### src/rtl/debounce_pkg.sv
// Shared types and default constants for the debounce/edge-generator front end.
package debounce_pkg;

  typedef enum logic [1:0] {
    S_LO      = 2'd0,
    S_WAIT_HI = 2'd1,
    S_HI      = 2'd2,
    S_WAIT_LO = 2'd3
  } db_state_t;

  localparam int unsigned DB_SYNC_STAGES = 2;
  localparam int unsigned DB_CYCLES      = 4;
  localparam int unsigned DB_CNT_W       = 8;

endpackage

### src/rtl/debounce_edge_gen_sync_chain.sv
// Plain flop-chain synchronizer with synchronous active-high reset.
// Kept free of logic between stages so it can be reused as a CDC synchronizer.
module sync_chain #(
  parameter int unsigned STAGES = 2
) (
  input  logic clk,
  input  logic x,
  input  logic d,
  output logic q
);

  logic [STAGES-1:0] r_sync;

  // Shift the raw input through STAGES flops; reset clears the whole chain.
  always_ff @(posedge clk) begin
    if (x) begin
      r_sync <= '0;
    end else begin
      r_sync <= {r_sync[STAGES-2:0], d};
    end
  end

  assign q = r_sync[STAGES-1];

endmodule

### src/rtl/debounce_edge_gen.sv
// Synchronizes and debounces a raw level, then emits registered one-cycle
// rise/fall pulses on each accepted transition plus a wrapping rise count.
module debounce_edge_gen
  import debounce_pkg::*;
#(
  parameter int unsigned SYNC_STAGES     = DB_SYNC_STAGES,
  parameter int unsigned DEBOUNCE_CYCLES = DB_CYCLES,
  parameter int unsigned CNT_W           = DB_CNT_W
) (
  input  logic             clk,
  input  logic             x,
  input  logic             din,
  output logic             level,
  output logic             rise,
  output logic             fall,
  output logic [CNT_W-1:0] rise_cnt
);

  localparam int unsigned CntW = $clog2(DEBOUNCE_CYCLES) + 1;
  localparam logic [CntW-1:0] CntLast = CntW'(DEBOUNCE_CYCLES - 1);

  logic             w_s;
  logic             w_level;
  db_state_t        r_state;
  db_state_t        w_state_nxt;
  logic [CntW-1:0]  r_cnt;
  logic [CntW-1:0]  w_cnt_nxt;
  logic             r_rise;
  logic             r_fall;
  logic             w_rise_nxt;
  logic             w_fall_nxt;
  logic [CNT_W-1:0] r_rise_cnt;

  sync_chain #(
    .STAGES (SYNC_STAGES)
  ) u_sync (
    .clk (clk),
    .x   (x),
    .d   (din),
    .q   (w_s)
  );

  // Accepted level is purely a decode of the state register.
  always_comb begin
    w_level = 1'b0;
    unique case (r_state)
      S_HI, S_WAIT_LO: w_level = 1'b1;
      default:         w_level = 1'b0;
    endcase
  end

  // Stability counting: a run of DEBOUNCE_CYCLES mismatching samples flips the level.
  always_comb begin
    w_state_nxt = r_state;
    w_cnt_nxt   = r_cnt;
    w_rise_nxt  = 1'b0;
    w_fall_nxt  = 1'b0;
    if (w_s == w_level) begin
      w_cnt_nxt   = '0;
      w_state_nxt = w_level ? S_HI : S_LO;
    end else if (r_cnt < CntLast) begin
      w_cnt_nxt   = r_cnt + CntW'(1);
      w_state_nxt = w_level ? S_WAIT_LO : S_WAIT_HI;
    end else begin
      w_cnt_nxt   = '0;
      w_state_nxt = w_level ? S_LO : S_HI;
      w_rise_nxt  = ~w_level;
      w_fall_nxt  = w_level;
    end
  end

  // State, counter and registered pulses; reset has priority over everything.
  always_ff @(posedge clk) begin
    if (x) begin
      r_state    <= S_LO;
      r_cnt      <= '0;
      r_rise     <= 1'b0;
      r_fall     <= 1'b0;
      r_rise_cnt <= '0;
    end else begin
      r_state <= w_state_nxt;
      r_cnt   <= w_cnt_nxt;
      r_rise  <= w_rise_nxt;
      r_fall  <= w_fall_nxt;
      if (w_rise_nxt) begin
        r_rise_cnt <= r_rise_cnt + CNT_W'(1);
      end
    end
  end

  assign level    = w_level;
  assign rise     = r_rise;
  assign fall     = r_fall;
  assign rise_cnt = r_rise_cnt;

endmodule
### config.mk
export PLATFORM = sky130hd
export DESIGN_NAME = debounce_edge_gen
export DESIGN_NICKNAME = d
export VERILOG_FILES = /design/src/rtl/debounce_pkg.sv /design/src/rtl/debounce_edge_gen_sync_chain.sv /design/src/rtl/debounce_edge_gen.sv
export SDC_FILE = /design/constraint.sdc
export NUM_CORES = 1
export LEC_CHECK = 0
export BUFFER_PORTS_ARGS = -buffer_cell sky130_fd_sc_hd__buf_2
export CORE_MARGIN = 4
export CORE_UTILIZATION = 49
export DETAILED_ROUTE_END_ITERATION = 8
export MAX_ROUTING_LAYER = met4
export PLACE_DENSITY_LB_ADDON = 0.15
export RECOVER_POWER = 100
export SLEW_MARGIN = 25
export SYNTH_ARGS = -nofsm -noshare
export SYNTH_HDL_FRONTEND = slang
export SYNTH_SLANG_ARGS = --single-unit
### constraint.sdc
create_clock -name clk -period 1.4 [get_ports clk]
set_input_delay 0.21 -clock clk [delete_from_list [all_inputs] [get_ports clk]]
set_output_delay 0.21 -clock clk [all_outputs]
set_load 0.02 [all_outputs]
==> out/summary.txt, run 1 <==
outcome -> finished, final reports clean
H-tree depth -> 1
Cell Chain, Critical Path -> and4b_1 -> nand3_1 -> or3_1 -> a21oi_1
CP startpoint kind -> register
Post-Syn Area -> 642 µm²
share of layout cells above drive strength 1 -> 7.69%
Distinct cells, synth -> 24
Final setup viols -> 0
overall routed net length -> 1050 µm
clock slew at reported path FFs -> 0.08 ns
critical path endpoint category -> register
total CTS buffers -> 3
Total GRT Usage -> 12.8%
Clock Latency Late Sink -> 0.28 ns
drt pass-1 iters -> 4
Net Count, Synth -> 69
worst hold path stage count -> 2
Iter 0 DRT Violations -> 5
Min-Delay Endpoint -> u_sync.r_sync[0]$_SDFF_PP0_
Final Power -> 0.706 mW
IR drop worst, VDD -> 0.669 mV
Max Cap Viol -> 0
IO Port Bufs -> 13
worst r2r dst -> rise_cnt[7]$_SDFFE_PP0P_
core area -> 1170 µm²
hpwl dp -> 761 µm
via count -> 467
DRC -> 0
largest net degree at the start of global routing -> 16
Clock Tree Root -> clkbuf_4
leakage power -> 0.270 nW
initial antenna violation count -> 0
Post-Route Skew -> 0.00300 ns
Slew @ Worst Pin -> 0.608 ns
worst min-delay path class -> input pin to register
die area -> 1950 µm²
R2R setup slack -> 0.10 ns
Crit Path Max Fanout -> 6
R2R cell count -> 4
Max transition margin -> 59.5%
cell count after synthesis -> 64
WS Path Type -> register to register
DR vias/cell -> 5.08
placed cell count -> 89
post-synthesis sequential area ratio -> 49.9%
commonest cells after routing, fill and taps aside -> dfxtp_1 (16), clkbuf_1 (12), nor2_1 (7)
Mean Syn Cell Area -> 10.0 µm²
CTS tree -> built
most common library cell in the layout ignoring fill and taps -> dfxtp_1
critical path arrival -> 1.51 ns
Slowest-stage cell, CP -> dfxtp_1
area share of the largest cell type after synthesis -> 49.9%
Area Growth Syn to Fin -> 10.9%
Final ANT Viol Nets -> 0
FP Rows -> 12
starting density of the core -> 54.8%
fmax -> 771 MHz
Yosys reg bits -> 16
post-cts sizing count -> 0
Die H -> 44.2 µm
Power Density -> 991 nW/µm²
top cells by area, synth -> dfxtp_1 (50%), xor2_1 (6.8%), nor2_1 (4.1%), and2_1 (3.9%), ha_1 (3.9%)
warnings from Yosys -> 0
Final Non-Filler Cells -> 92
number of global-route vias before repair -> 404
grt total ovfl -> 0
Hold Vio Cnt, Final -> 0
DR WL/cell -> 11.4 µm
Max stage delay on crit path -> 0.35 ns
Max Buffers Root-to-Sink -> 2
I/O pin total -> 14
post-CTS setup buffer count -> 0
first-pass GRT wire length -> 1770 µm
routability cong. -> 0.732
FF-to-FF Start -> r_state[1]$_SDFF_PP0_
ant diodes -> 0
RSZ-0062 raised after global routing -> false
Setup TNS -> 0 ns
fin. max-slew vios -> 0
hold bufs inserted after CTS -> 0
clk sink count -> 16
cell taking the most area after synthesis -> dfxtp_1
min cycle time layout -> 1.30 ns
Die X -> 44.2 µm
Final period util -> 92.6%
# nets final -> 85
Worst Hold Launch -> din
Worst Path Required -> 1.61 ns
[stage by stage]
step	area [µm²]	hold WS [ns]	util [%]	setup slack, ns
after floorplan	642	0.282	-	0.0400
after detailed placement	706	0.429	60.3	0.129
after global routing	712	0.151	60.8	0.0142
after CTS	728	0.126	62.2	0.103
final	712	0.139	60.8	0.103
after global placement	706	0.424	60.3	0.152
[routing by layer]
layer  up-vias  GRT usage [%]  share of wire (%)
met5         -              -                  0
met4         0           9.04                2.7
met3         4           3.66                6.8
met2        15           17.7                 44
met1       200           15.7                 46
li1        248              -                  -
[worst max-delay path: cells and delay by family, from the launching register on]
kind	cells	cell delay, ns
flip-flops	1	0.35
AO/OA/AOI/OAI	1	0.14
AND/OR/NAND/NOR	3	0.74
[registers in the layout, indices dropped and copies added (netlist names)]
register       count
fall               1
u_sync.r_sync      2
r_state            1
r_cnt              3
rise               1
rise_cnt           8
[power by group]
group | internal [mW] | switching, mW | total (mW)
Combinational | 0.00488 | 0.00933 | 0.0142
Clock | 0.0998 | 0.131 | 0.231
Sequential | 0.458 | 0.00246 | 0.461
Total | 0.563 | 0.143 | 0.706
[synth_stat cells]
cell,number
nor4b_1,1
nand4_1,3
nand3_1,4
nor3_1,1
and4_1,1
a21oi_1,3
and4b_1,1
ha_1,2
nor4_1,1
mux2i_1,1
xor2_1,5
and2_1,4
o21ai_0,1
dfxtp_1,16
xnor2_1,2
buf_4,1
nor2b_1,3
or3_1,1
nand2_1,2
a21o_2,1
and2b_2,1
buf_2,1
nor2_1,7
clkbuf_8,1
[cells by family after synthesis]
group / after synthesis / synth area share [%]
xor gates and xnor gates: 7 / 9.55
muxes: 1 / 1.56
AOI/OAI and AO/OA: 5 / 4.48
buffers and inverters: 3 / 4.09
and+or+nand+nor: 30 / 26.5
adders and majority gates: 2 / 3.90
DFF: 16 / 49.9
[final cells by class]
cell class	instances	area [µm²]
multi-input cells	45	294
clock buffers	3	22.5
fillers	115	459
well taps	14	17.5
repair buffers	14	57.6
flip-flops and latches	16	320
[worst max path at each step]
stage / startpoint / to / slack [ns] / cells past startpoint
after floorplan: rise_cnt[2]$_SDFFE_PP0P_ / rise_cnt[7]$_SDFFE_PP0P_ / 0.04 / 4
after global placement: r_state[1]$_SDFF_PP0_ / rise_cnt[7]$_SDFFE_PP0P_ / 0.15 / 4
after detailed placement: u_sync.r_sync[1]$_SDFF_PP0_ / rise_cnt[7]$_SDFFE_PP0P_ / 0.13 / 4
after CTS: u_sync.r_sync[1]$_SDFF_PP0_ / rise_cnt[7]$_SDFFE_PP0P_ / 0.10 / 4
after global routing: u_sync.r_sync[1]$_SDFF_PP0_ / rise_cnt[7]$_SDFFE_PP0P_ / 0.01 / 4
final: r_state[1]$_SDFF_PP0_ / rise_cnt[7]$_SDFFE_PP0P_ / 0.10 / 4
Power figures use the tool's default switching activity.
==> run 2: changes to the inputs <==
--- a/config.mk
+++ b/config.mk
@@ -5,14 +5,15 @@
 export SDC_FILE = /design/constraint.sdc
 export NUM_CORES = 1
 export LEC_CHECK = 0
+export ABC_AREA = 1
 export BUFFER_PORTS_ARGS = -buffer_cell sky130_fd_sc_hd__buf_2
 export CORE_MARGIN = 4
-export CORE_UTILIZATION = 49
+export CORE_UTILIZATION = 50
 export DETAILED_ROUTE_END_ITERATION = 8
 export MAX_ROUTING_LAYER = met4
 export PLACE_DENSITY_LB_ADDON = 0.15
 export RECOVER_POWER = 100
-export SLEW_MARGIN = 25
+export SLEW_MARGIN = 20
 export SYNTH_ARGS = -nofsm -noshare
 export SYNTH_HDL_FRONTEND = slang
 export SYNTH_SLANG_ARGS = --single-unit
==> run 2 against run 1 <==
- hold slack worse by 0.014 ns
- combinational power increased by 20%
- clock power increased by 33%
- fmax increased by 3.3%
- global-route usage grew 0.29 points
- non-clock buffer count down 1
- sequential power barely moved
- setup slack improved by 0.041 ns
- largest cell class unchanged
- synthesized area increased by 3.3%
- largest power group unchanged
- first-iteration DRC count up 80%
- highest routed layer unchanged
- sequential share of layout area fell by 2.8 points
- utilization up 4.1 points
==> out/summary.txt, run 2 <==
Most common cell on crit path -> nor2_1
Slew @ Worst Pin -> 0.343 ns
CTS tree -> built
Async SR Flop Fraction -> 0%
critical path endpoint category -> register
Max transition margin -> 77.1%
Worst Path Required -> 1.63 ns
Crit path max-delay family -> simple AND/OR/NAND/NOR gates
fill count -> 116
CP startpoint kind -> register
post-cts sizing count -> 0
Max Buffers Root-to-Sink -> 2
Mean Syn Cell Area -> 7.13 µm²
Total GRT Usage -> 13.1%
Cell Chain, Critical Path -> ha_1 -> nand2_1 -> nor2_2 -> nand2_1 -> nor2_1 -> nor2_1 -> nor2_1
Final ANT Viol Nets -> 0
Area Growth Syn to Fin -> 14.5%
Power Density -> 1030 nW/µm²
number of global-route vias before repair -> 463
Slowest-stage cell, CP -> dfxtp_1
Die X -> 44.4 µm
top cells by area, synth -> dfxtp_1 (48%), nand2_1 (14%), nor2_1 (12%), inv_1 (6.2%), a21oi_1 (3.8%)
Synth top cells by count -> nand2_1 (24), nor2_1 (22), dfxtp_1 (16)
Post-Route Skew -> 0.00985 ns
worst min-delay path class -> input pin to register
Clock Latency Late Sink -> 0.29 ns
most frequent cell after synthesis -> nand2_1
WS Path Type -> register to register
drt pass-1 iters -> 4
routability cong. -> 0.774
ant diodes -> 0
min cycle time layout -> 1.26 ns
DRC -> 0
IR drop worst, VDD -> 0.662 mV
RSZ-0062 raised after global routing -> false
Yosys reg bits -> 16
Max stage delay on crit path -> 0.41 ns
Die H -> 44.4 µm
warnings from Yosys -> 0
hold bufs inserted after CTS -> 0
first-pass GRT wire length -> 1880 µm
leakage power -> 0.305 nW
post-synthesis sequential area ratio -> 48.3%
Distinct cells, synth -> 14
largest net degree at the start of global routing -> 10
core area -> 1170 µm²
most common library cell in the layout ignoring fill and taps -> nand2_1
Final Power -> 0.786 mW
total CTS buffers -> 3
hpwl dp -> 859 µm
FP Rows -> 12
Post-synth EDFFs -> 0
share of layout cells above drive strength 1 -> 7.41%
grt total ovfl -> 0
Hold Vio Cnt, Final -> 0
starting density of the core -> 56.6%
dominant synthesized flop cell -> dfxtp_1
fin. max-slew vios -> 0
cell count after synthesis -> 93
fmax -> 796 MHz
overall routed net length -> 1150 µm
Iter 0 DRT Violations -> 9
Clock Tree Root -> clkbuf_4
Max Cap Viol -> 0
DR vias/cell -> 4.75
H-tree depth -> 1
Crit Path Max Fanout -> 5
max FFs per register -> 8
Final setup viols -> 0
Post-Syn Area -> 663 µm²
area share of the largest cell type after synthesis -> 48.3%
Setup TNS -> 0 ns
outcome -> finished, final reports clean
cell taking the most area after synthesis -> dfxtp_1
Critical path buffers and inverters -> 0
initial antenna violation count -> 0
via count -> 580
clock slew at reported path FFs -> 0.10 ns
Net Count, Synth -> 98
clk sink count -> 16
post-CTS setup buffer count -> 0
Final period util -> 89.7%
# nets final -> 114
commonest cells after routing, fill and taps aside -> nand2_1 (24), nor2_1 (22), dfxtp_1 (16)
final hold slack -> 0.125 ns
IO Port Bufs -> 13
die area -> 1970 µm²
I/O pin total -> 14
DR WL/cell -> 9.46 µm
critical path arrival -> 1.49 ns
==> run 2: where the power goes <==
| part | internal (mW) | switching [mW] | total (mW) |
|---|---|---|---|
| registers | 0.458 | 0.00263 | 0.461 |
| clock network | 0.158 | 0.150 | 0.308 |
| logic | 0.00614 | 0.0110 | 0.0171 |
| total | 0.623 | 0.163 | 0.786 |
==> run 2: cell families after synthesis <==
family,synth area share (%)
AND/OR/NAND/NOR,33.4
flip-flops,48.3
adder cells (fa/ha/maj),3.77
XOR/XNOR,2.64
AO/OA/AOI/OAI,4.53
buffers and inverters,7.36
==> run 2: worst paths after layout <==
kind	startpoint	endpoint	slack (ns)	depth (start not counted)
worst max-delay path	rise_cnt[1]$_SDFFE_PP0P_	rise_cnt[6]$_SDFFE_PP0P_	0.14	7
worst min-delay path	din	u_sync.r_sync[0]$_SDFF_PP0_	0.13	3
worst max register to register	rise_cnt[1]$_SDFFE_PP0P_	rise_cnt[6]$_SDFFE_PP0P_	0.14	7
worst min register to register	u_sync.r_sync[0]$_SDFF_PP0_	u_sync.r_sync[1]$_SDFF_PP0_	0.41	2
==> run 2: tightest hold or removal path, cell delays in order <==
cell	delay (ns)
buf_2	0.09
inv_1	0.04
nor2_1	0.03
==> run 2: cell type report <==
class	instances	area, µm²	area share, %
multi-input combinational	64	294	38.7
inverter	11	41.3	5.44
clock buffer	4	36.3	4.78
tap	14	17.5	2.31
timing repair buffer	13	50.0	6.59
sequential	16	320	42.2
==> run 2: metrics by stage <==
step	area, µm²	setup WS, ns	cells	util [%]
final	759	0.144	122	64.9
after floorplan	663	0.123	93	-
after CTS	774	0.162	122	66.1
after detailed placement	738	0.197	118	63.0
after global routing	759	0.0704	122	64.9
after global placement	738	0.271	118	63.0
==> run 2: metal layers <==
| layer | wire [µm] | track usage, % | vias to the layer above |
|---|---|---|---|
| li1 | - | - | 313 |
| met1 | 584 | 17.6 | 246 |
| met2 | 479 | 18.3 | 19 |
| met3 | 80 | 2.44 | 2 |
| met4 | 8 | 7.23 | 0 |
| met5 | 0 | - | - |
==> run 3: changes to the inputs <==
--- a/config.mk
+++ b/config.mk
@@ -7,11 +7,12 @@
 export LEC_CHECK = 0
 export ABC_AREA = 1
 export BUFFER_PORTS_ARGS = -buffer_cell sky130_fd_sc_hd__buf_2
+export CAP_MARGIN = 20
 export CORE_MARGIN = 4
 export CORE_UTILIZATION = 50
 export DETAILED_ROUTE_END_ITERATION = 8
 export MAX_ROUTING_LAYER = met4
-export PLACE_DENSITY_LB_ADDON = 0.15
+export PLACE_DENSITY = 0.74
 export RECOVER_POWER = 100
 export SLEW_MARGIN = 20
 export SYNTH_ARGS = -nofsm -noshare
==> run 3 against run 2 <==
- final area did not move
- register-to-register slack improved by 0.04 ns
- wire length increased by 0.69%
- first-iteration DRC count grew 44%
- clock power down 5%
- global-route usage grew 1.4 points
- critical endpoint is now rise_cnt[2]
- highest routed layer unchanged
==> out/summary.txt, run 3 (synthesis results as in run 2) <==
outcome -> finished, final reports clean
Comb pwr share -> 2.2%
WS Path Type -> register to output port
DR WL/cell -> 9.52 µm
fill count -> 117
Crit path max-delay family -> flip-flops
Post-Route Skew -> 0.00244 ns
Iter 0 DRT Violations -> 13
drt pass-1 iters -> 4
Cell Chain, Critical Path -> clkbuf_1
critical path endpoint category -> output port
first-pass GRT wire length -> 2020 µm
Final ANT Viol Nets -> 0
Max Cap Viol -> 0
register area -> 320 µm²
hpwl dp -> 891 µm
Clk pwr share -> 38.0%
critical path arrival -> 1.00 ns
leakage power -> 0.305 nW
Crit Path Max Fanout -> 7
CTS tree -> built
Critical path buffers and inverters -> 1
share of layout cells above drive strength 1 -> 7.41%
placed cell count -> 118
# nets final -> 114
I/O pin total -> 14
Clock Tree Root -> clkbuf_4
post-CTS setup buffer count -> 0
DR vias/cell -> 4.82
Final period util -> 86.7%
Clock Latency Late Sink -> 0.28 ns
fin. max-slew vios -> 0
Internal Power -> 0.623 mW
max FFs per register -> 8
H-tree depth -> 1
clk sink count -> 16
Total GRT Usage -> 14.5%
Max stage delay on crit path -> 0.46 ns
CP startpoint kind -> register
FP Rows -> 12
number of global-route vias before repair -> 500
routability cong. -> 0.758
fmax -> 824 MHz
Power Density -> 1020 nW/µm²
grt total ovfl -> 0
Multi-input gate area -> 294 µm²
Final Core Density -> 64.9%
RSZ-0062 raised after global routing -> false
largest net degree at the start of global routing -> 10
most common library cell in the layout ignoring fill and taps -> nand2_1
DRC -> 0
IR drop worst, VDD -> 0.789 mV
Slew @ Worst Pin -> 0.355 ns
Setup TNS -> 0 ns
Final Power -> 0.772 mW
IO Port Bufs -> 13
min cycle time layout -> 1.21 ns
total CTS buffers -> 3
Die H -> 44.4 µm
hold bufs inserted after CTS -> 0
die area -> 1970 µm²
Area Growth Syn to Fin -> 14.5%
Slowest-stage cell, CP -> dfxtp_1
overall routed net length -> 1160 µm
worst min-delay path class -> input pin to register
Final setup viols -> 0
Max Buffers Root-to-Sink -> 2
initial antenna violation count -> 0
post-cts sizing count -> 0
via count -> 588
commonest cells after routing, fill and taps aside -> nand2_1 (24), nor2_1 (22), dfxtp_1 (16)
sequential power share -> 59.7%
clock slew at reported path FFs -> 0.09 ns
Max transition margin -> 76.3%
starting density of the core -> 56.6%
Final Non-Filler Cells -> 122
core area -> 1170 µm²
sw power -> 0.149 mW
Hold Vio Cnt, Final -> 0
Worst Path Required -> 1.19 ns
switching part of the total power -> 19.3%
ant diodes -> 0
Die X -> 44.4 µm
-- run 3: cell counts in the layout (fill, tap and decap cells not counted) --
No cell type changed its count.
-- run 3: metal layers --
layer  global-route usage, %  wire length, µm  share of wire, %  vias to the layer above
met3                    7.32               93               8.0                        2
li1                        -                -                 -                      314
met5                       -                0                 0                        -
met2                    23.0              502                43                       17
met1                    16.3              556                48                      255
met4                    3.61                9              0.77                        0
-- run 3: power groups by stage --
stage	logic, mW	registers, mW	clock network, mW
2_1_floorplan	0.0133	0.471	0
4_1_cts	0.0180	0.461	0.301
6_report	0.0173	0.461	0.294
5_1_grt	0.0203	0.462	0.330
3_3_place_gp	0.0173	0.471	0
3_5_place_dp	0.0181	0.472	0
-- run 3: path summary, 6_finish.rpt --
kind | startpoint | to | slack, ns | cells after the start
max | rise_cnt[2]$_SDFFE_PP0P_ | rise_cnt[2] | 0.19 | 1
min | din | u_sync.r_sync[0]$_SDFF_PP0_ | 0.14 | 3
max reg2reg | rise_cnt[1]$_SDFFE_PP0P_ | rise_cnt[6]$_SDFFE_PP0P_ | 0.19 | 7
min reg2reg | u_sync.r_sync[0]$_SDFF_PP0_ | u_sync.r_sync[1]$_SDFF_PP0_ | 0.41 | 2
-- run 3: cell type report --
class                   count  area share [%]
clock buffers               4            4.78
inverters                  11            5.44
multi-input cells          64            38.7
flip-flops and latches     16            42.2
well taps                  14            2.31
repair buffers             13            6.59
-- run 3: per-stage QoR --
step                      cell area (µm²)  hold slack [ns]  setup WS (ns)
after floorplan                       663            0.317          0.123
after global routing                  759            0.116         0.0305
after global placement                738            0.390          0.265
after detailed placement              738            0.398          0.210
after CTS                             774            0.128          0.189
final                                 759            0.136          0.186
